--- src/rtl/ddram_pkg.sv ---
// Shared types and line geometry for the multi-channel DDRAM byte reader.
package ddram_pkg;

    localparam int LINE_BYTES = 8;
    localparam int LANE_BITS  = 3;

    typedef enum logic [1:0] {
        ST_IDLE  = 2'd0,
        ST_ISSUE = 2'd1,
        ST_WAIT  = 2'd2
    } state_e;

    // Little-endian lane pick: lane 0 is bits 7:0.
    function automatic logic [7:0] lane_byte(input logic [LINE_BYTES*8-1:0] word,
                                             input logic [LANE_BITS-1:0]    lane);
        return word[{lane, 3'b000} +: 8];
    endfunction

endpackage

--- src/rtl/rr_arbiter.sv ---
// Round-robin arbiter: the search begins at the requester after 'last'.
module rr_arbiter #(
    parameter int N = 4
) (
    input  logic [N-1:0]         req,
    input  logic [$clog2(N)-1:0] last,
    output logic [N-1:0]         grant,
    output logic                 valid
);

    always_comb begin
        grant = '0;
        valid = 1'b0;
        for (int k = 1; k <= N; k++) begin
            if (!valid && req[(int'(last) + k) % N]) begin
                grant[(int'(last) + k) % N] = 1'b1;
                valid = 1'b1;
            end
        end
    end

endmodule

--- src/rtl/ddram_multi_reader.sv ---
// Per-channel one-line byte caches in front of a single 64-bit DDRAM read port,
// with round-robin miss service and shared fills for channels wanting the same line.
module ddram_multi_reader
    import ddram_pkg::*;
#(
    parameter int NCH = 4,
    parameter int AW  = 28
) (
    input  logic              clk_sys,
    input  logic              reset_n,
    input  logic [NCH-1:0]    ch_rd,
    input  logic [NCH*AW-1:0] ch_addr,
    output logic [NCH*8-1:0]  ch_dout,
    output logic [NCH-1:0]    ch_ready,
    input  logic              cache_inv,
    output logic              mem_rd,
    output logic [AW-4:0]     mem_addr,
    input  logic              mem_busy,
    input  logic [63:0]       mem_dout,
    input  logic              mem_dout_ready
);

    localparam int TW = AW - LANE_BITS;
    localparam int LW = $clog2(NCH);

    state_e          state_q;
    logic            mem_rd_q;
    logic [TW-1:0]   mem_addr_q;
    logic [LW-1:0]   last_q;
    logic            inv_seen_q;

    logic [NCH-1:0]  pend;
    logic [TW-1:0]   ptag [NCH];
    logic [NCH-1:0]  arb_grant;
    logic            arb_valid;
    logic [LW-1:0]   arb_idx;
    logic            fill_now;

    // Responses are only meaningful while a read is outstanding.
    assign fill_now = (state_q == ST_WAIT) && mem_dout_ready;

    for (genvar gi = 0; gi < NCH; gi++) begin : g_ch
        logic [AW-1:0] addr;
        logic [63:0]   line_q;
        logic [TW-1:0] tag_q;
        logic          valid_q;
        logic          pend_q;
        logic          ready_q;
        logic [AW-1:0] paddr_q;
        logic [7:0]    dout_q;
        logic          hit;
        logic          miss;
        logic          fill_hit;

        assign addr     = ch_addr[gi*AW +: AW];
        assign hit      = ch_rd[gi] && !pend_q && !cache_inv && valid_q &&
                          (tag_q == addr[AW-1:LANE_BITS]);
        assign miss     = ch_rd[gi] && !pend_q && !hit;
        assign fill_hit = fill_now && pend_q && (paddr_q[AW-1:LANE_BITS] == mem_addr_q);

        always_ff @(posedge clk_sys or negedge reset_n) begin
            if (!reset_n) begin
                line_q  <= '0;
                tag_q   <= '0;
                valid_q <= 1'b0;
                pend_q  <= 1'b0;
                ready_q <= 1'b0;
                paddr_q <= '0;
                dout_q  <= '0;
            end else begin
                ready_q <= 1'b0;
                if (cache_inv) begin
                    valid_q <= 1'b0;
                end
                if (hit) begin
                    ready_q <= 1'b1;
                    dout_q  <= lane_byte(line_q, addr[LANE_BITS-1:0]);
                end
                if (miss) begin
                    pend_q  <= 1'b1;
                    paddr_q <= addr;
                end
                // An invalidate seen during this read still delivers the byte but leaves the line invalid.
                if (fill_hit) begin
                    line_q  <= mem_dout;
                    tag_q   <= mem_addr_q;
                    valid_q <= !(inv_seen_q || cache_inv);
                    pend_q  <= 1'b0;
                    ready_q <= 1'b1;
                    dout_q  <= lane_byte(mem_dout, paddr_q[LANE_BITS-1:0]);
                end
            end
        end

        assign pend[gi]            = pend_q;
        assign ptag[gi]            = paddr_q[AW-1:LANE_BITS];
        assign ch_dout[gi*8 +: 8]  = dout_q;
        assign ch_ready[gi]        = ready_q;
    end

    rr_arbiter #(.N(NCH)) u_arb (
        .req   (pend),
        .last  (last_q),
        .grant (arb_grant),
        .valid (arb_valid)
    );

    always_comb begin
        arb_idx = '0;
        for (int k = 0; k < NCH; k++) begin
            if (arb_grant[k]) begin
                arb_idx = LW'(k);
            end
        end
    end

    always_ff @(posedge clk_sys or negedge reset_n) begin
        if (!reset_n) begin
            state_q    <= ST_IDLE;
            mem_rd_q   <= 1'b0;
            mem_addr_q <= '0;
            last_q     <= LW'(NCH - 1);
            inv_seen_q <= 1'b0;
        end else begin
            if (state_q == ST_IDLE) begin
                inv_seen_q <= 1'b0;
            end else if (cache_inv) begin
                inv_seen_q <= 1'b1;
            end
            case (state_q)
                ST_IDLE: begin
                    if (arb_valid) begin
                        last_q     <= arb_idx;
                        mem_rd_q   <= 1'b1;
                        mem_addr_q <= ptag[arb_idx];
                        state_q    <= ST_ISSUE;
                    end
                end
                ST_ISSUE: begin
                    if (!mem_busy) begin
                        mem_rd_q <= 1'b0;
                        state_q  <= ST_WAIT;
                    end
                end
                ST_WAIT: begin
                    if (mem_dout_ready) begin
                        state_q <= ST_IDLE;
                    end
                end
                default: begin
                    state_q <= ST_IDLE;
                end
            endcase
        end
    end

    assign mem_rd   = mem_rd_q;
    assign mem_addr = mem_addr_q;

endmodule

--- config.mk ---
export PLATFORM = sky130hd
export DESIGN_NAME = ddram_multi_reader
export DESIGN_NICKNAME = d
export VERILOG_FILES = /design/src/rtl/ddram_pkg.sv /design/src/rtl/rr_arbiter.sv /design/src/rtl/ddram_multi_reader.sv
export SDC_FILE = /design/constraint.sdc
export NUM_CORES = 1
export LEC_CHECK = 0
export CORE_MARGIN = 2
export CORE_UTILIZATION = 59
export DETAILED_ROUTE_END_ITERATION = 10
export GPL_TIMING_DRIVEN = 0
export HOLD_SLACK_MARGIN = 0.12
export PLACE_DENSITY = 0.81
export SLEW_MARGIN = 20
export SYNTH_ARGS = -nofsm -noshare
export SYNTH_HDL_FRONTEND = slang
export SYNTH_SLANG_ARGS = --single-unit
--- constraint.sdc ---
create_clock -name clk_sys -period 3.7 [get_ports clk_sys]
set_clock_uncertainty 0.1 [all_clocks]
set_input_delay 0.74 -clock clk_sys [delete_from_list [all_inputs] [get_ports clk_sys]]
set_output_delay 0.74 -clock clk_sys [all_outputs]
set_load 0.05 [all_outputs]
* Yosys cells after proc, flatten, opt, wreduce, memory -nomap -nowiden
Cells that the tools add are included.
** Cells by class
- Eq/ne operators :: 13
- $add $sub $neg :: 4
- Bitwise logic cells :: 8
- $lt $le $gt $ge :: 9
- Shifts and indexed selects :: 8
- Mux-type cells :: 72
- Reduce and logical (&&, ||, !) cells :: 72
** Operators with widths (number)
- $shiftx 64x7->8 :: 8
- $eq 25x25->1 :: 8
- $mux 8 :: 8
- $bmux 25 s2 :: 1
- $mux 25 :: 2
- $mux 1 :: 42
- $logic_and 1x1->1 :: 36
- $reduce_bool 2->1 :: 14
- $lt 3x4->1 const B :: 4
- $mux 4 :: 4
- $logic_not 1->1 :: 13
- $ge 3x1->1 const B :: 4
- $or 4x4->4 :: 3
- $mux 2 :: 5
- $bmux 1 s2 :: 4
- $demux 1 s2 :: 4
- $reduce_or 2->1 :: 4
- $ne 2x2->1 const B :: 3
- $pmux 2 s3 :: 1
- $reduce_and 3->1 :: 2
- $add 2x1->2 const B :: 2
- $add 2x2->2 const B :: 2
- $and 1x1->1 const A :: 4
- $ge 3x3->1 const B :: 1
- other kinds (7) :: 7
** Storage, ports and cells
- Input port bits :: 185
- Bits in registers :: 543
- Word-level logic and storage cells :: 219

* Longest topological paths before layout
- Word-level depth :: 23
- Gate-level depth with buffers :: 10

* Cells and area by module
A second synthesis with hierarchy kept.
** Second synthesis, totals
- Cell total of the unflattened synthesis :: 2006
- Area, all modules :: 27502.6 um2
** Modules (own cells, without submodules)
- ddram_multi_reader :: seq. area each 13590.5 um2, area each 27087.2 um2, cells an instance 1958, times used 1
- rr_arbiter :: seq. area each 0.0 um2, area each 415.4 um2, cells an instance 48, times used 1

* Least setup slack after synthesis
OpenSTA, ideal clock, no wires.
- Kind :: flip-flop to flip-flop
- Start point :: reg last_q[0]
- End point :: reg mem_addr_q[4] (netlist: mem_addr[4])
- Library setup time :: 127 ps
- Stages on the path, launching flop included :: 11
- Clock period less this slack :: 2980 ps
- Slack :: 720 ps
- Data arrival time :: 2753 ps
- Buffers on the path :: 2
- Cell sequence :: dfstp_2 -> buf_6 -> inv_1 -> ha_1 -> mux4_2 -> nor3b_1 -> o21ai_2 -> clkbuf_1 -> a31oi_1 -> o21ai_0 -> a21oi_2
** On the way
- Cells in the longest elaborated chain, start to end :: 21
** Ends and longest elaborated chain
- start: declaration :: RTL line ddram_multi_reader.sv:29 : logic [LW-1:0] last_q;
- start signal: assignment :: RTL line ddram_multi_reader.sv:122 : last_q <= LW'(NCH - 1);
- start signal: assignment :: RTL line ddram_multi_reader.sv:133 : last_q <= arb_idx;
- $add 2x1->2 :: RTL line rr_arbiter.sv:15, rr_arbiter.sv:16
- $reduce_or 2->1 (no source line) / $bmux 1 s2 (equally long branches)
- $and 1x1->1 (no source line) / $mux 1 (equally long branches)
- $lt 3x4->1 (implied by the code) (tied with other cells) :: RTL line rr_arbiter.sv:16 : grant[(int'(last) + k) % N] = 1'b1;
- $logic_and 1x1->1 (implied by the code) / $mux 1 (equally long branches) :: RTL line rr_arbiter.sv:16, rr_arbiter.sv:15
- $mux 1 (implied by the code) / $logic_not 1->1 (equally long branches) :: RTL line rr_arbiter.sv:16, rr_arbiter.sv:15
- $demux 1 s2 / $logic_and 1x1->1 (equally long branches)
- $mux 4 / $mux 1 (equally long branches) :: RTL line rr_arbiter.sv:15 : if (!valid && req[(int'(last) + k) % N]) begin
- [3 not listed]
- $mux 4 / $logic_not 1->1 (equally long branches) :: RTL line rr_arbiter.sv:15
- $or 4x4->4 (no source line) / $logic_and 1x1->1 (equally long branches)
- $mux 4 :: RTL line rr_arbiter.sv:15
- $mux 1 :: RTL line ddram_multi_reader.sv:111 : if (arb_grant[k]) begin
- $mux 2 (2 in a row) :: RTL line ddram_multi_reader.sv:111
- $not 2->3 (implied by the code) :: RTL line ddram_multi_reader.sv:135 : mem_addr_q <= ptag[arb_idx];
- $bmux 25 s2 :: RTL line ddram_multi_reader.sv:135
- $mux 25 (implied by the code) (2 in a row) :: RTL line ddram_multi_reader.sv:135
- end signal: assignment :: RTL line ddram_multi_reader.sv:135
- end: declaration :: RTL line ddram_multi_reader.sv:28 : logic [TW-1:0] mem_addr_q;
Several ways; a longest one is shown, not always the timed one. The select of a mux whose other input is x is not followed.
A chain may end at the register's enable or synchronous reset.

* Worst setup path after layout
- Start point :: reg mem_addr_q[22] (netlist: mem_addr[22])
- End point :: reg g_ch[2].valid_q
** On the way
- Cells in the longest elaborated chain, start to end :: 3
** Ends and longest elaborated chain
- $eq 25x25->1 (*) :: RTL line ddram_multi_reader.sv:59 : assign fill_hit = fill_now && pend_q && (paddr_q[AW-1:LANE_BITS] == mem_addr_q);
- $logic_and 1x1->1 (*) :: RTL line ddram_multi_reader.sv:59
- $mux 1 / $reduce_bool 2->1 (equally long branches)
- end signal: assignment :: RTL line ddram_multi_reader.sv:87 : valid_q <= !(inv_seen_q || cache_inv);
- end: declaration :: RTL line ddram_multi_reader.sv:46 : logic valid_q;
Mark *: on every way between the ends. The rest lies on a longest branch, timed or not.

==> reports/metrics.csv <==
metric,value,unit
num_vias,19758,
status,finished clean,
combPwrFrac,0.368,
ys_top_cells_by_area,"dfrtp_1 (48%), mux2_2 (20%), mux4_2 (11%)",
clock-sinks,543,
arrival,3.93,ns
dr.pass1.iters,7,
place_ws,-0.0965,ns
drt-total-wl,91.3,mm
layout-drive-gt1-share,0.359,
grt-ovfl-total,0,
synth_top_flop_cell,dfrtp_1,
final_util,0.711,
register_area,13600,um2
ys_ff_latch,543,
hold_viol_final,0,
synth-async-reset-ratio,1.00,
cp_max_fo,10,
pwr-share-clk,0.276,
maxSlewViolCount,0,
period_share,0.959,
crit_family,buffers and inverters,
cts-htree-levels,2,
dpl.hpwl,64.2,mm
tns,0,ns
rsz0062_at_grt,no,
drt_first_iter_violations,2118,
initial_core_util,0.600,
antenna_found_initial,6,
synth_fp_nets,2205,
dpl_cell_area,31400,um2
vias_per_cell,6.65,
synth_cell_types,54,
crit_top_cell,clkbuf_1,
grt_max_degree,105,
clk_pin_slew,0.06,ns
yosysTopAreaCell,dfrtp_1,
ios,247,
worst_slew_pin_slew,1.06,ns
layout-area-overhead-vs-synth,18.4,%
cp_cell_sequence,clkbuf_1 -> xnor2_1 -> nand4_1 -> nor3_1 -> nand3_1 -> clkbuf_1 -> buf_2 -> mux2i_1 -> nor2_1,
drc,0,
hp-class,register to register,
coreArea,46800,um2
avgSynthCellArea,13.9,um2
die_x,222,um
yosys_warnings,0,
slew_headroom,0.294,
clock_latency,0.63,ns
reg2reg_from,mem_addr[22],
p_leak,15.2,nW
max_freq,0.282,GHz
setup_viol,0,
p_total,20.9,mW
multi_input_area,13600,um2
numPortBuffers,237,
first_global_vias,20564,
cp_slowest_cell,clkbuf_1,
ctsRootBufferMaster,clkbuf_16,
gp_congestion,0.966,
netlist_area,28100,um2
p_switching,7.87,mW
p_sw_frac,0.376,
endpoint_kind,register,
grt_pass1_wl,134,mm
path_buf_inv,3,
cts_tree,yes,
finalWorstSetupSlack,0.152,ns
critPathKind,register to register,
ant_nets,0,
std_cell_rows,79,
vdd_drop_max,0.000447,V
p_int,13.1,mW
clockBufferDepth,3,
sequentialPowerShare,0.357,
finalCriticalPeriod,3.55,ns
synth-edff-count,0,
cts_setup_buffers,0,
finalInstanceArea,33200,um2
seq_area_frac_synth,0.484,
fin_nets,2507,
critPathLaunchType,register,
die_area,49300,um2
netlist.area_leader.share,0.482,
maxCapViolCount,0,
powerDensity,630,nW/um2
slowest_delay,0.76,ns
fillers,3137,
wl_per_cell,30.7,um
numCtsBuffers,56,
startpoint,mem_addr[22],
synthCells,2013,
cp.required,4.09,ns
worstHoldStart,g_ch[3].dout_q[7],
track_usage,0.373,
fp.dieH,222,um
-- logic make-up after synthesis --
logic type,after synthesis,share of synthesized area
AND/OR/NAND/NOR,222,0.0420
adder cells (fa/ha/maj),7,0.00312
AO/OA/AOI/OAI,136,0.0398
multiplexers,718,0.337
XOR/XNOR,200,0.0624
flip-flops,543,0.484
buffers and inverters,187,0.0318
-- layer usage --
layer	part of all wire	track usage	wire (um)	up-vias
met3	0.099	0.0871	9060	370
met1	0.36	0.458	32500	10104
li1	-	-	-	8036
met2	0.47	0.603	43200	1246
met5	0.00011	0	10	-
met4	0.071	0.226	6520	2
-- synthesized netlist by cell type, types with 5 or more instances --
library cell	count
clkbuf_1	70
xnor2_1	135
dfrtp_1	541
xor2_1	65
ha_1	7
buf_1	11
mux4_2	131
mux2_2	493
nor4_1	23
o21a_1	7
a221oi_1	5
nand4_1	31
nor2_1	38
nand2_1	51
o22a_1	10
buf_4	7
inv_1	31
a221oi_2	20
nor3_1	31
nor3b_1	5
a31oi_1	25
a21oi_1	7
o21ai_1	20
buf_2	57
buf_6	8
o21ai_0	12
nand3_1	20
mux2i_1	94
a21oi_2	20
-- power by group through the flow --
stage          Sequential [mW]  Combinational (mW)  Clock, mW
2_1_floorplan             7.67                4.67          0
3_5_place_dp              7.53                7.51          0
4_1_cts                   7.43                7.56       5.76
6_report                  7.46                7.69       5.77
5_1_grt                   7.49                8.04       6.02
3_3_place_gp              7.54                7.33          0
-- final cells by class --
cell class | instances | area share
clock buffers | 82 | 0.0488
clock inverters | 22 | 0.00689
multi-input cells | 1283 | 0.409
well taps | 607 | 0.0229
plain buffers | 156 | 0.0234
inverters | 31 | 0.00350
repair buffers | 244 | 0.0768
diodes | 4 | 0.000301
flip-flops and latches | 543 | 0.409
-- worst reg2reg max path: cells and delay by family (launching register included) --
kind          cells  cell delay (ns)
buf+inv           3             1.84
flops             1             0.39
mux               1             0.25
xor+xnor          1             0.17
simple gates      4             0.67
-- worst paths after layout --
path / to / slack (ns) / depth (start not counted)
worst max-delay path: g_ch[2].valid_q / 0.15 / 9
worst min-delay path: g_ch[3].dout_q[7] / 0.39 / 2
min in group asynchronous: g_ch[0].ready_q / 0.50 / 2
max in group asynchronous: g_ch[2].line_q[33] / 1.74 / 4
worst min register to register: g_ch[3].dout_q[7] / 0.39 / 2
worst max register to register: g_ch[2].valid_q / 0.15 / 9
-- stage by stage --
stage / instances / hold WS (ns)
2_1_floorplan: 2013 / 0.344
3_3_place_gp: 2857 / 0.369
3_5_place_dp: 2863 / 0.381
4_1_cts: 2968 / 0.397
5_1_grt: 2971 / 0.407
6_report: 2972 / 0.390
-- state kept, by name, summed over array words and instances (netlist names) --
register	flops
g_ch.line_q	256
g_ch.paddr_q	112
g_ch.tag_q	100
g_ch.dout_q	32
mem_addr	25
g_ch.pend_q	4
g_ch.ready_q	4
g_ch.valid_q	4
last_q	2
state_q	2
inv_seen_q	1
mem_rd	1
-- cell usage in the layout, fill, tap and decap left out, drive strengths merged, types with 51 or more instances in the layout --
cell type	n
mux4	131
clkdlybuf4s50	236
clkbuf	153
xor2	65
dfrtp	541
xnor2	135
nand2	51
mux2	493
buf	92
mux2i	94
-- what timing repair did --
item | 4_1_cts | 5_1_grt
hold buffers | 1 | 0
gates resized for setup | 0 | 0
hold endpoints to repair | 37 | 0
No activity file was read; power rests on OpenSTA's default activity.
